File: src/rtl/alu_exec_unit.sv
`default_nettype none
// ============================================================================
// Module   : alu_exec_unit
// Purpose  : Execute stage with single-cycle ALU ops and a bit-serial shifter
// Revision : 1.0 - initial release
// ============================================================================
module alu_exec_unit #(
    parameter int DATA_W  = 32,
    parameter int SHAMT_W = 5
) (
    input  logic              clk,
    input  logic              rst,
    input  logic              start,
    input  logic [2:0]        op,
    input  logic [DATA_W-1:0] A,
    input  logic [DATA_W-1:0] B,
    output logic [DATA_W-1:0] result,
    output logic              carry,
    output logic              zero,
    output logic              sign,
    output logic              busy,
    output logic              done
);

    localparam logic [2:0] c_OP_ADD  = 3'b000;
    localparam logic [2:0] c_OP_COMP = 3'b001;
    localparam logic [2:0] c_OP_AND  = 3'b010;
    localparam logic [2:0] c_OP_XOR  = 3'b011;
    localparam logic [2:0] c_OP_NOT  = 3'b100;
    localparam logic [2:0] c_OP_SHLL = 3'b101;
    localparam logic [2:0] c_OP_SHRL = 3'b110;
    localparam logic [2:0] c_OP_SHRA = 3'b111;

    localparam logic [DATA_W-1:0]  c_ONE     = {{(DATA_W-1){1'b0}}, 1'b1};
    localparam logic [SHAMT_W-1:0] c_CNT_ONE = {{(SHAMT_W-1){1'b0}}, 1'b1};

    typedef enum logic [0:0] {
        S_IDLE  = 1'b0,
        S_SHIFT = 1'b1
    } state_t;

    state_t              r_state;
    logic [DATA_W-1:0]   r_acc;
    logic [SHAMT_W-1:0]  r_cnt;
    logic [2:0]          r_op;

    logic [DATA_W:0]     w_sum;
    logic [DATA_W-1:0]   w_res;
    logic                w_carry;
    logic [SHAMT_W-1:0]  w_shamt;
    logic                w_is_shift;
    logic [DATA_W-1:0]   w_step;
    logic                w_shout;

    assign w_sum      = {1'b0, A} + {1'b0, B};
    assign w_shamt    = B[SHAMT_W-1:0];
    assign w_is_shift = (op == c_OP_SHLL) || (op == c_OP_SHRL) || (op == c_OP_SHRA);

    // Single-cycle result; a zero-length shift falls through to result=A, carry=0
    always_comb begin
        w_res   = A;
        w_carry = 1'b0;
        case (op)
            c_OP_ADD: begin
                w_res   = w_sum[DATA_W-1:0];
                w_carry = w_sum[DATA_W];
            end
            c_OP_COMP: begin
                w_res   = ~A + c_ONE;
                w_carry = (A == '0);
            end
            c_OP_AND: w_res = A & B;
            c_OP_XOR: w_res = A ^ B;
            c_OP_NOT: w_res = ~A;
            default:  w_res = A;
        endcase
    end

    // One-bit shift step of the accumulator and the bit it pushes out
    always_comb begin
        w_step  = r_acc;
        w_shout = 1'b0;
        case (r_op)
            c_OP_SHLL: begin
                w_step  = {r_acc[DATA_W-2:0], 1'b0};
                w_shout = r_acc[DATA_W-1];
            end
            c_OP_SHRL: begin
                w_step  = {1'b0, r_acc[DATA_W-1:1]};
                w_shout = r_acc[0];
            end
            c_OP_SHRA: begin
                w_step  = {r_acc[DATA_W-1], r_acc[DATA_W-1:1]};
                w_shout = r_acc[0];
            end
            default: begin
                w_step  = r_acc;
                w_shout = 1'b0;
            end
        endcase
    end

    always_ff @(posedge clk) begin
        if (rst) begin
            r_state <= S_IDLE;
            r_acc   <= '0;
            r_cnt   <= '0;
            r_op    <= '0;
            result  <= '0;
            carry   <= 1'b0;
            zero    <= 1'b0;
            sign    <= 1'b0;
            busy    <= 1'b0;
            done    <= 1'b0;
        end else begin
            done <= 1'b0;
            case (r_state)
                S_IDLE: begin
                    if (start) begin
                        if (w_is_shift && (w_shamt != '0)) begin
                            r_acc   <= A;
                            r_cnt   <= w_shamt;
                            r_op    <= op;
                            busy    <= 1'b1;
                            r_state <= S_SHIFT;
                        end else begin
                            result <= w_res;
                            carry  <= w_carry;
                            zero   <= (w_res == '0);
                            sign   <= w_res[DATA_W-1];
                            done   <= 1'b1;
                        end
                    end
                end
                S_SHIFT: begin
                    r_acc <= w_step;
                    r_cnt <= r_cnt - c_CNT_ONE;
                    // start is deliberately ignored here, including on the final step
                    if (r_cnt == c_CNT_ONE) begin
                        result  <= w_step;
                        carry   <= w_shout;
                        zero    <= (w_step == '0);
                        sign    <= w_step[DATA_W-1];
                        done    <= 1'b1;
                        busy    <= 1'b0;
                        r_state <= S_IDLE;
                    end
                end
                default: r_state <= S_IDLE;
            endcase
        end
    end

endmodule
`default_nettype wire

File: config.mk
export PLATFORM = sky130hd
export DESIGN_NAME = alu_exec_unit
export DESIGN_NICKNAME = d
export VERILOG_FILES = /design/src/rtl/alu_exec_unit.sv
export SDC_FILE = /design/constraint.sdc
export NUM_CORES = 1
export LEC_CHECK = 0
export ABC_AREA = 1
export ABC_CLOCK_PERIOD_IN_PS = 2300
export CORE_ASPECT_RATIO = 1.75
export CORE_MARGIN = 3
export CORE_UTILIZATION = 25
export CTS_CLUSTER_DIAMETER = 40
export CTS_CLUSTER_SIZE = 10
export DETAILED_ROUTE_END_ITERATION = 10
export GPL_ROUTABILITY_DRIVEN = 1
export SLEW_MARGIN = 25
export SYNTH_ARGS = -nofsm -noshare
export SYNTH_HDL_FRONTEND = slang
export SYNTH_SLANG_ARGS = --single-unit
File: constraint.sdc
create_clock -name clk -period 2.3 [get_ports clk]
set_input_delay 0.46 -clock clk [delete_from_list [all_inputs] [get_ports clk]]
set_output_delay 0.46 -clock clk [all_outputs]
set_load 0.05 [all_outputs]
# Word level (Yosys, flattened, before mapping)
# Cells that the tools add are included.
# totals
register_bits	78
input_bits	70
out_inout_bits	37
# op_classes
addsub	3
eq_ne	15
mux	38
n_bitwise	4
n_reduce_logical	13
# ops
cell	n
32-bit 2-to-1 mux	5
32-bit case mux with 5 select lines	1
32-bit case mux with 2 select lines	2
32-bit logical NOT	3
32-bit case mux with 3 select lines	1
32-bit by 32-bit adder with 33-bit output	1
32-bit by 1-bit adder with 32-bit output (second input constant)	1
32-bit AND	1
32-bit NOT	1
32-bit XOR	1
3-bit == test (second input constant)	7
1-bit 2-to-1 mux	18
1-bit case mux with 2 select lines	8
5-bit 2-to-1 mux	2
5-bit case mux with 2 select lines	1
3-bit AND reduction	3
3-bit by 2-bit == test with 1-bit output (second input constant)	2
2-bit != test (second input constant)	3
5-bit by 1-bit == test with 1-bit output (second input constant)	1
5-bit nonzero test	1
5-bit by 1-bit subtractor with 5-bit output (second input constant)	1
3-bit by 1-bit == test with 1-bit output (second input constant)	1
3-bit logical NOT	1
1-bit logical OR	2
5 further kinds	5

# Longest topological paths before layout
# logic_depth
ltp_word	7
ltp_mapped	20

# Least setup slack after synthesis
# No wires, ideal clock.
# synth_timing
path_kind	input to register
start	input A[0]
end	register zero
setup_time_ns	0.067
t_arrival_ns	2.322
slack_ns	-0.088
path_stages	20
path_buffers	0
path_cell_list	ha_1 -> inv_1 -> fa_1 -> inv_1 -> nand3_1 -> nand2_1 -> nand2_1 -> nand2_1 -> nand2_1 -> nand2_1 -> nand2_1 -> nand3_1 -> nand3_1 -> nor2_1 -> nand2_1 -> nor2_1 -> nand2_1 -> nor2_1 -> nand3_1 -> a21oi_2
# synth_between
elab_chain_cells	7
word_cells_on_any_way	10
# synth_rtl
element	line	rtl
start: declaration	15	input logic [DATA_W-1:0] A,
32-bit NOT	69, 74	
32-bit by 1-bit adder with 32-bit output	69	w_res = ~A + c_ONE;
32-bit case mux with 5 select lines *	63	case (op)
32-bit logical NOT *	129	zero <= (w_res == '0);
1-bit 2-to-1 mux *	120	if (w_is_shift && (w_shamt != '0)) begin
1-bit 2-to-1 mux *	119	if (start) begin
1-bit case mux with 2 select lines *	117	case (r_state)
end signal: assignment	129	
end signal: assignment	142	zero <= (w_step == '0);
end: declaration	19	output logic zero,
# Every way passes the cells marked *; elsewhere a longest branch is shown, timed or not. The select of a mux whose other input is x is not followed.
# A chain may end at the register's enable or synchronous reset.

# Final worst setup path
# Ends and elaborated chain as after synthesis.

==> Implementation_results.wiki <==
{| class="wikitable"
! Metric !! Value
|-
| Routed wire length || 45.0 mm
|-
| Die Outline Area || 0.0367 mm^2
|-
| Final standard cell utilization of the core || 43.1%
|-
| Number of warnings printed during yosys synthesis || 0
|-
| Hold Crit Class || reg -> reg
|-
| Fin crit share || 104%
|-
| Storage element area || 0.00154 mm^2
|-
| Share of the yosys chip area belonging to registers || 17.9%
|-
| Worst-Skew Late Latency || 0.36 ns
|-
| Number of flops mapped to enable cells by yosys || 0
|-
| Area growth syn-to-layout || 69.7%
|-
| Synthesized net count || 1665
|-
| Setup total negative slack || -0.0886 ns
|-
| Share of total power in combinational logic || 53.2%
|-
| Initial antenna violation count || 0
|-
| Total of endpoints with negative setup slack in the final report || 1
|-
| Drt pass-1 iters || 5
|-
| Portion of total power attributed to sequential cells || 25.0%
|-
| Cells after Synth || 1559
|-
| NetSw || 2.51 mW
|-
| Starting DRT DRC Count || 896
|-
| Most instantiated flip-flop cell in the synthesis netlist || sky130_fd_sc_hd__dfxtp_1
|-
| Proportion of layout cells with a drive suffix above 1 || 36.9%
|-
| Synthesized area || 0.00859 mm^2
|-
| Total power density per cell area || 415 mW/mm^2
|-
| Cell chosen for the clock root || sky130_fd_sc_hd__clkbuf_16
|-
| Area share of the largest cell type after synthesis || 20.4%
|-
| TritonCTS clock tree || done
|-
| Number of levels the H-tree was split into || 3
|-
| Clock tree sinks || 77
|-
| Core Region || 0.0339 mm^2
|-
| Via count of the first global-routing pass || 12229
|-
| Total via count after detailed routing || 12469
|-
| Count of nets after finishing || 2120
|-
| Final hold violation count || 0
|-
| Required time of the critical path || 2.59 ns
|-
| Count of unique library cells instantiated by Yosys || 49
|-
| Non-filler instance count after layout || 2474
|-
| Final routed DRC violation total || 0
|-
| Post-synthesis cell type with the largest combined area || sky130_fd_sc_hd__nand2_1
|-
| Result of the run || finished with violations
|-
| Initial core utilization || 25.4%
|-
| Synthesized area divided by synthesized cell count || 5.51 um^2
|-
| Worst setup margin || -0.0886 ns
|-
| Switching Share || 41.3%
|-
| Die Width || 146 um
|-
| Cell internal power dissipation || 3.56 mW
|-
| Proportion of synthesized flip-flops having asynchronous set or reset || 0%
|-
| Clk network pwr share || 21.8%
|-
| Post-route clock skew || 0.00595 ns
|-
| Violations in the final reports || negative setup slack
|-
| Placed insts || 2420
|-
| WL/cell || 18.2 um
|-
| Detail Route Antenna Nets || 0
|-
| Row count || 89
|-
| Maximum clock frequency || 0.419 GHz
|-
| Buffer levels on the longest clock path || 2
|-
| Count of final max-slew check failures || 0
|-
| Post-detail-place hpwl || 36.3 mm
|-
| Filler cells || 3608
|-
| Total gr overflow || 0
|-
| Flip-flop and latch count after synthesis || 77
|-
| Reported max-cap violation count || 0
|-
| Clock transition at the registers of the reported paths || 0.06 ns
|-
| Overall routing resource usage || 23.1%
|-
| Chip Height || 251 um
|-
| Min Tclk post-route || 2.39 ns
|-
| Max-slew headroom at the worst pin || 64.2%
|-
| Post-route worst hold slack || 0.451 ns
|-
| Number of I/O port buffers || 106
|-
| Number of vias per cell || 5.04
|-
| Lkg Pwr || 7.00 nW
|-
| Critical Path Fanout Max || 3
|-
| Total clock buffers created by CTS || 9
|-
| Global-route wire length before repair || 66.8 mm
|-
| I/O pin cnt || 107
|-
| Kind of end point of the critical path || flip-flop
|-
| Maximum number of pins on one net before global-route repair || 55
|-
| Leading cell types by total area after synthesis || sky130_fd_sc_hd__nand2_1 20%, sky130_fd_sc_hd__dfxtp_1 18%, sky130_fd_sc_hd__inv_1 10%, sky130_fd_sc_hd__nand3_1 8.5%, sky130_fd_sc_hd__nor2_1 6.8%
|-
| Multi-input gate area in the final layout || 0.00717 mm^2
|-
| Cts hold-fix bufs || 0
|-
| Category of the most critical setup path || in -> reg
|-
| Setup repair after global routing missed its margin || true
|-
| Worst path arrival time || 2.68 ns
|-
| GPL Wtd Cong || 1.00
|-
| Crit path launch type || input port
|-
| Slew @ Worst Pin || 0.536 ns
|-
| Ant diodes || 0
|-
| Peak VDD IR || 366 uV
|}
==> power by group through the flow <==
stage | combinational (mW) | sequential, mW | clock, mW
final | 3.22 | 1.51 | 1.32
after global routing | 3.43 | 1.53 | 1.40
after CTS | 2.96 | 1.51 | 1.35
after detailed placement | 2.69 | 1.54 | 0
after global placement | 2.68 | 1.54 | 0
after floorplan | 1.10 | 1.72 | 0
==> final timing paths <==
| check | depth (start not counted) | slack (ns) | endpoint | start |
|---|---|---|---|---|
| worst max register to register | 9 | 0.15 | zero$_SDFFE_PP0P_ | r_op[2]$_SDFFE_PP0P_ |
| worst max-delay path | 21 | -0.09 | zero$_SDFFE_PP0P_ | A[0] |
| worst min-delay path | 2 | 0.45 | busy$_SDFFE_PP0P_ | busy$_SDFFE_PP0P_ |
| worst min register to register | 2 | 0.45 | busy$_SDFFE_PP0P_ | busy$_SDFFE_PP0P_ |
==> repair_timing <==
action                     in CTS  in global routing
gates resized for setup       280                215
setup buffers                  22                 16
pin swaps                      93                118
setup endpoints to repair      48                 19
==> metrics by stage <==
stage	setup slack, ns	cell area, um^2	power (mW)
2_1_floorplan	0.0420	8610	2.82
3_5_place_dp	-1.16	12800	4.23
6_report	-0.0886	14600	6.06
3_3_place_gp	-1.10	12800	4.22
4_1_cts	-0.132	14000	5.83
5_1_grt	-0.234	14600	6.36
==> sequential cells by signal, indices dropped and copies added, names as in the netlist <==
| register | flops |
|---|---|
| busy | 1 |
| carry | 1 |
| done | 1 |
| r_acc | 32 |
| r_cnt | 5 |
| r_op | 3 |
| r_state | 1 |
| result | 32 |
| zero | 1 |
==> per-layer routing <==
layer  global-route usage (%)  routed length, um  vias up
met3                     1.26               1750      167
met1                     23.9              16300     5782
met5                        0                  0        -
met2                     44.1              23300      498
li1                         -                  -     6022
met4                     15.8               3650        0
==> cells in the final DEF, fill, tap and decap left out, types with 32 or more instances in the layout <==
master / count
sky130_fd_sc_hd__a31oi_1: 47
sky130_fd_sc_hd__dfxtp_1: 77
sky130_fd_sc_hd__nand2_1: 371
sky130_fd_sc_hd__nand3_2: 34
sky130_fd_sc_hd__nand3_1: 114
sky130_fd_sc_hd__nor2_1: 116
sky130_fd_sc_hd__ha_4: 32
sky130_fd_sc_hd__nor2_2: 33
sky130_fd_sc_hd__clkdlybuf4s50_1: 41
sky130_fd_sc_hd__o21ai_0: 91
sky130_fd_sc_hd__a21oi_1: 43
sky130_fd_sc_hd__inv_1: 218
sky130_fd_sc_hd__buf_4: 361
sky130_fd_sc_hd__nand2_2: 81
==> logic make-up (layout without fill, tap and decap cells) <==
kind of cell,count (synthesis),after routing,share of synthesized area (%)
AOI/OAI and AO/OA,277,277,19.1
buffers and inverters,306,766,14.2
adders and majority gates,36,36,5.33
and+or+nand+nor,862,862,43.3
xor gates and xnor gates,1,1,0.102
DFF,77,77,17.9
==> cell usage after synthesis, types with 20 or more instances <==
library cell	instances
sky130_fd_sc_hd__o22ai_1	26
sky130_fd_sc_hd__ha_1	35
sky130_fd_sc_hd__nand2_1	468
sky130_fd_sc_hd__nor2_1	155
sky130_fd_sc_hd__buf_2	23
sky130_fd_sc_hd__a31oi_1	47
sky130_fd_sc_hd__o221ai_1	23
sky130_fd_sc_hd__a21oi_1	58
sky130_fd_sc_hd__nand3_1	146
sky130_fd_sc_hd__clkbuf_1	20
sky130_fd_sc_hd__dfxtp_1	77
sky130_fd_sc_hd__inv_1	239
sky130_fd_sc_hd__nand4_1	22
sky130_fd_sc_hd__o21ai_0	99
==> critical path, cell delays in order <==
cell and delay [ns]:
sky130_fd_sc_hd__buf_8 0.08, sky130_fd_sc_hd__ha_4 0.13, sky130_fd_sc_hd__inv_2 0.03, sky130_fd_sc_hd__fa_2 0.34
sky130_fd_sc_hd__inv_2 0.08, sky130_fd_sc_hd__nand2_2 0.06, sky130_fd_sc_hd__nand2_1 0.06, sky130_fd_sc_hd__nor2_1 0.05
sky130_fd_sc_hd__nor2_1 0.13, sky130_fd_sc_hd__nand2_1 0.09, sky130_fd_sc_hd__nor2_1 0.10, sky130_fd_sc_hd__nand2_1 0.08
sky130_fd_sc_hd__nor2_1 0.11, sky130_fd_sc_hd__nand3_1 0.13, sky130_fd_sc_hd__nor2_1 0.14, sky130_fd_sc_hd__nand2_1 0.08
sky130_fd_sc_hd__nor2_2 0.14, sky130_fd_sc_hd__nand2_1 0.07, sky130_fd_sc_hd__nor2_1 0.09, sky130_fd_sc_hd__nand3_1 0.11
sky130_fd_sc_hd__a21oi_2 0.12
==> final cells by class <==
class | count | share of cell area, %
sequential | 77 | 10.6
tap | 455 | 3.90
clock buffer | 10 | 1.57
inverter | 252 | 6.52
multi-input combinational | 1176 | 49.1
timing repair buffer | 498 | 28.0
clock inverter | 6 | 0.274
(Power assumes the default switching activity.)
